[config.mk]
export PLATFORM = sky130hd
export DESIGN_NAME = cpu_mem_stage
export DESIGN_NICKNAME = d
export VERILOG_FILES = /design/src/rtl/cpu_mem_stage.sv
export SDC_FILE = /design/constraint.sdc
export NUM_CORES = 1
export LEC_CHECK = 0
export CORE_MARGIN = 2
export CORE_UTILIZATION = 30
export DETAILED_ROUTE_END_ITERATION = 12
export DONT_BUFFER_PORTS = 1
export PLACE_DENSITY = 0.45
export SETUP_SLACK_MARGIN = 0.1
export SLEW_MARGIN = 20
export SYNTH_ARGS = -nofsm -noshare
export SYNTH_HDL_FRONTEND = slang
export SYNTH_SLANG_ARGS = --single-unit
[constraint.sdc]
create_clock -name clk_i -period 6 [get_ports clk_i]
set_clock_uncertainty 0.1 [all_clocks]
set_input_delay 0.3 -clock clk_i [delete_from_list [all_inputs] [get_ports clk_i]]
set_output_delay 0.3 -clock clk_i [all_outputs]
set_load 0.05 [all_outputs]
[src/rtl/cpu_mem_stage.sv]
// Memory-access stage: forwards ALU results to writeback and runs one req/ack data-bus
// transaction per load/store. Optional bus timeout abort is enabled by CPU_MEM_TIMEOUT_EN.
module cpu_mem_stage #(
  parameter int unsigned TIMEOUT_CYCLES = 255
) (
  input  logic        clk_i,
  input  logic        rst_i,
  input  logic [3:0]  register_write_index_i,
  input  logic        register_write_enable_i,
  input  logic        memory_read_enable_i,
  input  logic        memory_write_enable_i,
  input  logic [31:0] memory_address_i,
  input  logic [31:0] reg_result_i,
  input  logic [31:0] mem_result_i,
  output logic        stall_o,
  output logic        dmem_req_o,
  output logic        dmem_we_o,
  output logic [31:0] dmem_addr_o,
  output logic [31:0] dmem_wdata_o,
  input  logic [31:0] dmem_rdata_i,
  input  logic        dmem_ack_i,
  output logic        wb_enable_o,
  output logic [3:0]  wb_index_o,
  output logic [31:0] wb_data_o,
  output logic        bus_error_o
);

  if (TIMEOUT_CYCLES < 1 || TIMEOUT_CYCLES > 65535) begin : g_bad_timeout
    $error("cpu_mem_stage: TIMEOUT_CYCLES must be in 1..65535");
  end

  typedef enum logic {IDLE, BUS} state_t;

  state_t      state_q, state_d;
  logic [31:0] addr_q, addr_d;
  logic [31:0] wdata_q, wdata_d;
  logic        we_q, we_d;
  logic [3:0]  idx_q, idx_d;
  logic        wb_en_q, wb_en_d;
  logic [3:0]  wb_idx_q, wb_idx_d;
  logic [31:0] wb_data_q, wb_data_d;
  logic        stall;

`ifdef CPU_MEM_TIMEOUT_EN
  localparam logic [15:0] TMO_LIMIT = 16'(TIMEOUT_CYCLES);
  logic [15:0] cnt_q, cnt_d;
  logic        err_q, err_d;
`endif

  always_comb begin
    state_d   = state_q;
    addr_d    = addr_q;
    wdata_d   = wdata_q;
    we_d      = we_q;
    idx_d     = idx_q;
    wb_en_d   = 1'b0;
    wb_idx_d  = wb_idx_q;
    wb_data_d = wb_data_q;
    stall     = 1'b0;
`ifdef CPU_MEM_TIMEOUT_EN
    cnt_d     = cnt_q;
    err_d     = 1'b0;
`endif
    unique case (state_q)
      IDLE: begin
        if (memory_write_enable_i || memory_read_enable_i) begin
          stall   = 1'b1;
          state_d = BUS;
          addr_d  = memory_address_i;
          wdata_d = mem_result_i;
          we_d    = memory_write_enable_i;
          idx_d   = register_write_index_i;
`ifdef CPU_MEM_TIMEOUT_EN
          cnt_d   = '0;
`endif
          // Push: the pointer update retires now, independent of the bus write.
          if (memory_write_enable_i && register_write_enable_i) begin
            wb_en_d   = 1'b1;
            wb_idx_d  = register_write_index_i;
            wb_data_d = reg_result_i;
          end
        end else begin
          wb_en_d   = register_write_enable_i;
          wb_idx_d  = register_write_index_i;
          wb_data_d = reg_result_i;
        end
      end
      BUS: begin
        stall = !dmem_ack_i;
        if (dmem_ack_i) begin
          state_d = IDLE;
          if (!we_q) begin
            wb_en_d   = 1'b1;
            wb_idx_d  = idx_q;
            wb_data_d = dmem_rdata_i;
          end
        end
`ifdef CPU_MEM_TIMEOUT_EN
        else if (cnt_q == TMO_LIMIT) begin
          state_d = IDLE;
          err_d   = 1'b1;
        end else begin
          cnt_d = cnt_q + 16'd1;
        end
`endif
      end
      default: state_d = IDLE;
    endcase
  end

  always_ff @(posedge clk_i or posedge rst_i) begin
    if (rst_i) begin
      state_q   <= IDLE;
      addr_q    <= '0;
      wdata_q   <= '0;
      we_q      <= 1'b0;
      idx_q     <= '0;
      wb_en_q   <= 1'b0;
      wb_idx_q  <= '0;
      wb_data_q <= '0;
`ifdef CPU_MEM_TIMEOUT_EN
      cnt_q     <= '0;
      err_q     <= 1'b0;
`endif
    end else begin
      state_q   <= state_d;
      addr_q    <= addr_d;
      wdata_q   <= wdata_d;
      we_q      <= we_d;
      idx_q     <= idx_d;
      wb_en_q   <= wb_en_d;
      wb_idx_q  <= wb_idx_d;
      wb_data_q <= wb_data_d;
`ifdef CPU_MEM_TIMEOUT_EN
      cnt_q     <= cnt_d;
      err_q     <= err_d;
`endif
    end
  end

  assign stall_o      = stall;
  assign dmem_req_o   = (state_q == BUS);
  assign dmem_we_o    = we_q;
  assign dmem_addr_o  = addr_q;
  assign dmem_wdata_o = wdata_q;
  assign wb_enable_o  = wb_en_q;
  assign wb_index_o   = wb_idx_q;
  assign wb_data_o    = wb_data_q;
`ifdef CPU_MEM_TIMEOUT_EN
  assign bus_error_o  = err_q;
`else
  assign bus_error_o  = 1'b0;
`endif

endmodule

; ---- Word-level counts from Yosys, hierarchy flattened
; Index checks and enable logic that the tools add are counted.
[op_classes]
eq_ne = 3
mux = 19
bitwise_logic = 1
reduce_logical = 5
[op_table]
columns = op, count
row1 = 32-bit two-way mux, 4
row2 = 32-bit one-hot mux with 2 select lines, 1
row3 = 4-bit two-way mux, 4
row4 = 4-bit one-hot mux with 2 select lines, 1
row5 = 1-bit two-way mux, 6
row6 = 1-bit one-hot mux with 2 select lines, 3
row7 = 2-bit != test (second input constant), 2
row8 = 3-bit != test (second input constant), 1
row9 = 3-bit AND reduction, 1
row10 = 2-bit AND reduction, 1
row11 = 1-bit logical AND, 1
row12 = 1-bit zero test, 1
row13 = 1-bit logical OR, 1
row14 = 1-bit NOT, 1
[totals]
input_bits = 138
word_cells = 36
register_bits = 107

; ---- Longest topological paths before layout
; Gate-level depths: netlist of run 1.
[depth]
ltp_word = 4
mapped_depth = 6
mapped_depth_nobuf = 4

; ---- Least setup slack after synthesis of run 1
; Ideal clock, no wire load.
[synth_path]
path_type = reg2out
start = reg state_q (netlist: dmem_req_o)
end = out stall_o
t_arrival_ns = 2.220
path_stages_with_launch = 4
setup_slack_ns = 3.380
required_time_ns = 5.600
path_buffers = 1
cell_sequence = dfrtp_1 > clkinv_1 > buf_2 > o21ai_0
[synth_via]
elab_chain_len = 2
[synth_lines]
columns = element, line
row1 = from (decl), 34  ; state_t state_q, state_d;
row2 = from (signal assigned), 126  ; state_q <= state_d;
row3 = 1-bit NOT (no line), -
row4 = 1-bit one-hot mux with 2 select lines (*), 64  ; unique case (state_q)
row5 = to (decl), 15  ; output logic stall_o,
; Every way passes the cells marked *; elsewhere a longest branch is shown, timed or not.

; ---- Worst setup path after layout of run 1
; Ends and elaborated chain as after synthesis.

==> results of run 1 <==
==> cell usage in the layout, fill, tap and decap left out, drive strengths merged, types with 3 or more instances in the layout <==
cell / count
dfrtp: 107
mux2i: 84
dlygate4sd3: 70
mux2: 69
inv: 14
clkbuf: 9
a21oi: 9
o32ai: 8
buf: 4
clkinv: 3
==> path summary, 6_finish.rpt <==
kind | from | endpoint | cells past startpoint
worst max register to register | dmem_req_o | dmem_addr_o[12] | 5
worst min register to register | idx_q[3] | idx_q[3] | 1
min in group asynchronous | rst_i | dmem_addr_o[14] | 2
worst min-delay path | memory_write_enable_i | wb_enable_o | 2
worst max-delay path | dmem_req_o | stall_o | 3
max in group asynchronous | rst_i | wb_data_o[26] | 3
==> through the flow <==
stage / util [%] / power, W / cells / hold slack [ns] / worst slack (ns)
global route: 38.2 / 0.00359 / 576 / 0.0202 / 1.86
global placement: 31.7 / 0.00281 / 490 / 0.267 / 2.12
finish: 38.2 / 0.00342 / 576 / 0.0157 / 2.07
floorplan: - / 0.00267 / 317 / 0.351 / 2.78
detailed placement: 31.7 / 0.00283 / 490 / 0.267 / 2.07
CTS: 38.2 / 0.00346 / 576 / 0.00626 / 2.02
==> logic make-up (layout without fill, tap and decap cells) <==
logic type	count (synthesis)	count (layout)	share of synthesized area, %
DFF	107	107	57.8
other	1	1	0.0810
AOI/OAI and AO/OA	21	21	3.03
muxes	153	153	34.9
buffers and inverters	30	101	3.62
and+or+nand+nor	5	5	0.514
==> metal layers <==
metal	track usage (%)	wire length, um	vias up
met5	0	0	-
met4	3.10	98	0
met3	6.84	1280	7
met2	23.5	5710	159
met1	14.4	4000	1396
li1	-	-	1259
==> worst max-delay path: cells and delay by family, from the launching register on <==
kind / cells / cell delay [ns]
buffers and inverters: 2 / 1.36
AO/OA/AOI/OAI: 1 / 0.88
flip-flops: 1 / 0.92
==> power by group <==
group          leakage, nW  switching, W  internal (W)
Sequential            1.24       0.00126      0.000990
Combinational         1.26      0.000253      0.000336
Clock                0.142      0.000288      0.000292
Total                 2.64       0.00180       0.00162
==> flip-flops by register name, indices dropped and copies added, names as in the netlist <==
name,count
dmem_wdata_o,32
wb_index_o,4
dmem_req_o,1
dmem_we_o,1
idx_q,4
wb_data_o,32
dmem_addr_o,32
wb_enable_o,1
==> cell type report <==
type / instances / area [sq um]
tap: 188 / 235
multi-input combinational: 180 / 1810
inverter: 11 / 43.8
sequential: 107 / 2680
fill: 1404 / 9360
clock buffer: 9 / 225
clock inverter: 7 / 66.3
timing repair buffer: 74 / 731
==> flow_metrics.py, run 1 <==
metrics = {
    "run_status": {
        "outcome": "finished clean",
    },
    "floorplanning": {
        "die_y_um": 128,
        "initial_utilization_pct": 30.6,
        "rows": 45,
        "die_w_um": 128,
        "pin_count": 243,
        "dieArea_sq_um": 16400,
        "core-area_sq_um": 15100,
    },
    "critical_path": {
        "slowest_delay_ns": 0.92,
        "start_kind": "flip-flop",
        "crit_chain": "clkinv_1, buf_4, o21ai_1",
        "critical_path_peak_fanout": 18,
        "critical_path.endpoint_type": "output port",
        "cp_slowest_cell": "dfrtp_1",
        "regToRegSetupSlack_ns": 2.10,
        "required_ns": 5.60,
        "crit_type": "reg2out",
        "cp.arrival_ns": 3.53,
    },
    "power": {
        "ir_drop_mv": 0.264,
        "leakage_nw": 2.64,
        "power.density_nw_per_um2": 590,
    },
    "clock_tree": {
        "cts_made_buffers": 9,
        "ctsHtreeMaxLevel": 3,
        "ctsHoldBuffers": 70,
        "cts_tree": "built",
        "cts_root_buf": "clkbuf_16",
        "cts-resized-gates": 0,
        "clock_sinks": 107,
        "postCtsSetupRepairBufs": 0,
        "cts_buffer_depth": 2,
        "clk_latency_ns": 0.35,
        "clkTransAtPathRegs_ns": 0.07,
    },
    "synthesis": {
        "synth_area_leaders": "dfrtp_1, mux2i_1, mux2_2",
        "yosysTopAreaCell": "dfrtp_1",
        "ys.flop_type": "dfrtp_1",
        "synth.net_count": 455,
        "synth_edf_count": 0,
        "async_flop_share_pct": 100,
        "synth_top_area_share_pct": 57.8,
        "ys_types": 21,
        "synth.most_common_cell": "dfrtp_1",
        "syn-cell-area_sq_um": 4630,
        "yosys_warnings": 0,
        "synthTopCellsByCount": "dfrtp_1, mux2i_1, mux2_2",
        "synth.avg_cell_area_sq_um": 14.6,
        "ys_ff_latch": 107,
        "postSynthCellCount": 317,
        "ys_seq_area_share_pct": 57.8,
    },
    "job": {
        "cap_viol_max_count": 0,
    },
    "grt": {
        "grt_pass1_wl_um": 16800,
        "grt_pass1_vias": 3110,
        "antenna_found_initial": 0,
        "grt_use_total_pct": 13.4,
        "grt.overflow.total": 0,
        "grt_start_max_net_pins": 62,
    },
    "sta": {
        "timing.final.crit_share_pct": 65.5,
        "tightest_slew_ns": 1.08,
        "hold_violations": 0,
        "grt_setup_unrepaired": "no",
        "fmax_mhz": 254,
        "slew_headroom_pct": 27.7,
        "slew_violations": 0,
        "fin_crit_ns": 3.93,
        "finalSetupTns_ns": 0,
        "finalSetupViolCount": 0,
    },
    "detailed_routing": {
        "postRouteAntennaNets": 0,
        "vias": 2821,
        "drc": 0,
        "dr.pass1.iters": 4,
        "drt-total-wl_um": 11100,
        "wl_per_cell_um": 19.3,
        "post_drt_via_cell_ratio": 4.90,
        "drt_iter0_markers": 68,
    },
    "place": {
        "postPlaceCellArea_sq_um": 4800,
        "io_buffers": 0,
        "hpwlAfterDp_um": 7390,
        "place.gp.congestion": 0.722,
    },
    "layout": {
        "final_area_sq_um": 5790,
        "area_growth_pct": 25.0,
        "drive_above_1_share_pct": 24.0,
        "fin_nets": 521,
        "diodes": 0,
    },
    "hold_path": {
        "worstHoldPathType": "in2reg",
    },
}
(Power assumes the default switching activity.)
==> inputs of run 2 (changes only) <==
- PLACE_DENSITY: 0.45 -> 0.46
- clock period: 6 -> 3.5 ns (I/O delays scaled with it)
==> run 2 against run 1 <==
  * The run now fails in clock tree synthesis
  * Synthesized area stayed put
  * Synthesized cell count did not move
==> flow_metrics.py, run 2 <==
metrics = {
    "synthesis": {
        "synthTopCellsByCount": "dfrtp_1, mux2i_1, mux2_2",
        "synth.avg_cell_area_sq_um": 14.6,
        "ys_ff_latch": 107,
        "yosys_warnings": 0,
        "ys.flop_type": "dfrtp_1",
        "synth_edf_count": 0,
        "ys_seq_area_share_pct": 57.8,
        "ys_types": 21,
        "postSynthCellCount": 317,
        "syn-cell-area_sq_um": 4630,
        "synth_top_area_share_pct": 57.8,
        "yosysTopAreaCell": "dfrtp_1",
        "async_flop_share_pct": 100,
        "synth_area_leaders": "dfrtp_1, mux2i_1, mux2_2",
        "synth.most_common_cell": "dfrtp_1",
        "synth.net_count": 455,
    },
    "run_status": {
        "failing_step": "clock tree synthesis",
        "error_line": "[ERROR RSZ-0060] Max buffer count reached.",
        "outcome": "did not finish",
    },
    "clock_tree": {
        "ctsHtreeMaxLevel": 3,
        "clock_sinks": 107,
        "ctsHoldBuffers": 102,
        "cts_buffer_depth": 2,
        "cts_made_buffers": 9,
        "postCtsSetupRepairBufs": 0,
        "cts-resized-gates": 0,
        "cts_root_buf": "clkbuf_16",
    },
    "floorplanning": {
        "die_y_um": 128,
        "initial_utilization_pct": 30.6,
        "pin_count": 243,
        "die_w_um": 128,
        "rows": 45,
    },
    "place": {
        "dp.cells": 492,
        "io_buffers": 0,
        "place.gp.congestion": 0.703,
        "hpwlAfterDp_um": 7590,
        "place_ws_ns": 0.781,
    },
}
run 2: logic make-up after synthesis:
logic type             count (synthesis)  share of synthesized area [%]
AO/OA/AOI/OAI                         21                           3.03
buffers and inverters                 30                           3.62
flip-flops                           107                           57.8
multiplexers                         153                           34.9
other                                  1                         0.0810
AND/OR/NAND/NOR                        5                          0.514
run 2: metrics by stage:
step	area, sq um	hold WS, ns
after floorplan	4630	0.226
after global placement	4820	0.213
after detailed placement	4820	0.223
==> inputs of run 3 (changes only) <==
- CORE_UTILIZATION: 30 -> 20
- PLACE_DENSITY: 0.46 -> unset
- PLACE_DENSITY_LB_ADDON: unset -> 0.15
- SETUP_SLACK_MARGIN: 0.1 -> unset
- clock period: 3.5 -> 4.5 ns (I/O delays scaled with it)
==> run 3 against run 2 <==
  * Synthesized cell count did not move
  * The run again fails in clock tree synthesis
  * Synthesized area unchanged
==> flow_metrics.py, run 3 <==
metrics = {
    "synthesis": {
        "synth_edf_count": 0,
        "ys_types": 21,
        "ys.flop_type": "dfrtp_1",
        "syn-cell-area_sq_um": 4630,
        "synth.net_count": 455,
        "yosys_warnings": 0,
        "synth.avg_cell_area_sq_um": 14.6,
        "synth_area_leaders": "dfrtp_1, mux2i_1, mux2_2",
        "ys_ff_latch": 107,
        "async_flop_share_pct": 100,
        "postSynthCellCount": 317,
        "synthTopCellsByCount": "dfrtp_1, mux2i_1, mux2_2",
        "synth_top_area_share_pct": 57.8,
        "yosysTopAreaCell": "dfrtp_1",
        "synth.most_common_cell": "dfrtp_1",
        "ys_seq_area_share_pct": 57.8,
    },
    "floorplanning": {
        "die_y_um": 156,
        "rows": 55,
        "initial_utilization_pct": 20.4,
        "pin_count": 243,
        "die_w_um": 156,
    },
    "clock_tree": {
        "ctsHoldBuffers": 123,
        "cts_made_buffers": 9,
        "postCtsSetupRepairBufs": 0,
        "ctsHtreeMaxLevel": 3,
        "clock_sinks": 107,
        "cts-resized-gates": 0,
        "cts_root_buf": "clkbuf_16",
        "cts_buffer_depth": 2,
    },
    "place": {
        "hpwlAfterDp_um": 8340,
        "place.gp.congestion": 0.687,
        "io_buffers": 0,
        "postPlaceCellArea_sq_um": 4930,
    },
    "run_status": {
        "error_line": "[ERROR RSZ-0060] Max buffer count reached.",
        "failing_step": "clock tree synthesis",
        "outcome": "did not finish",
    },
}
run 3: logic make-up after synthesis:
kind of cell,synth area share [%]
buffers and inverters,3.62
muxes,34.9
AOI/OAI and AO/OA,3.03
other,0.0810
and+or+nand+nor,0.514
DFF,57.8
run 3: through the flow:
stage	utilization (%)	cells	hold slack [ns]	worst slack [ns]
2_1_floorplan	-	317	0.276	1.36
3_3_place_gp	21.7	589	0.276	2.23
3_5_place_dp	21.7	589	0.279	2.22
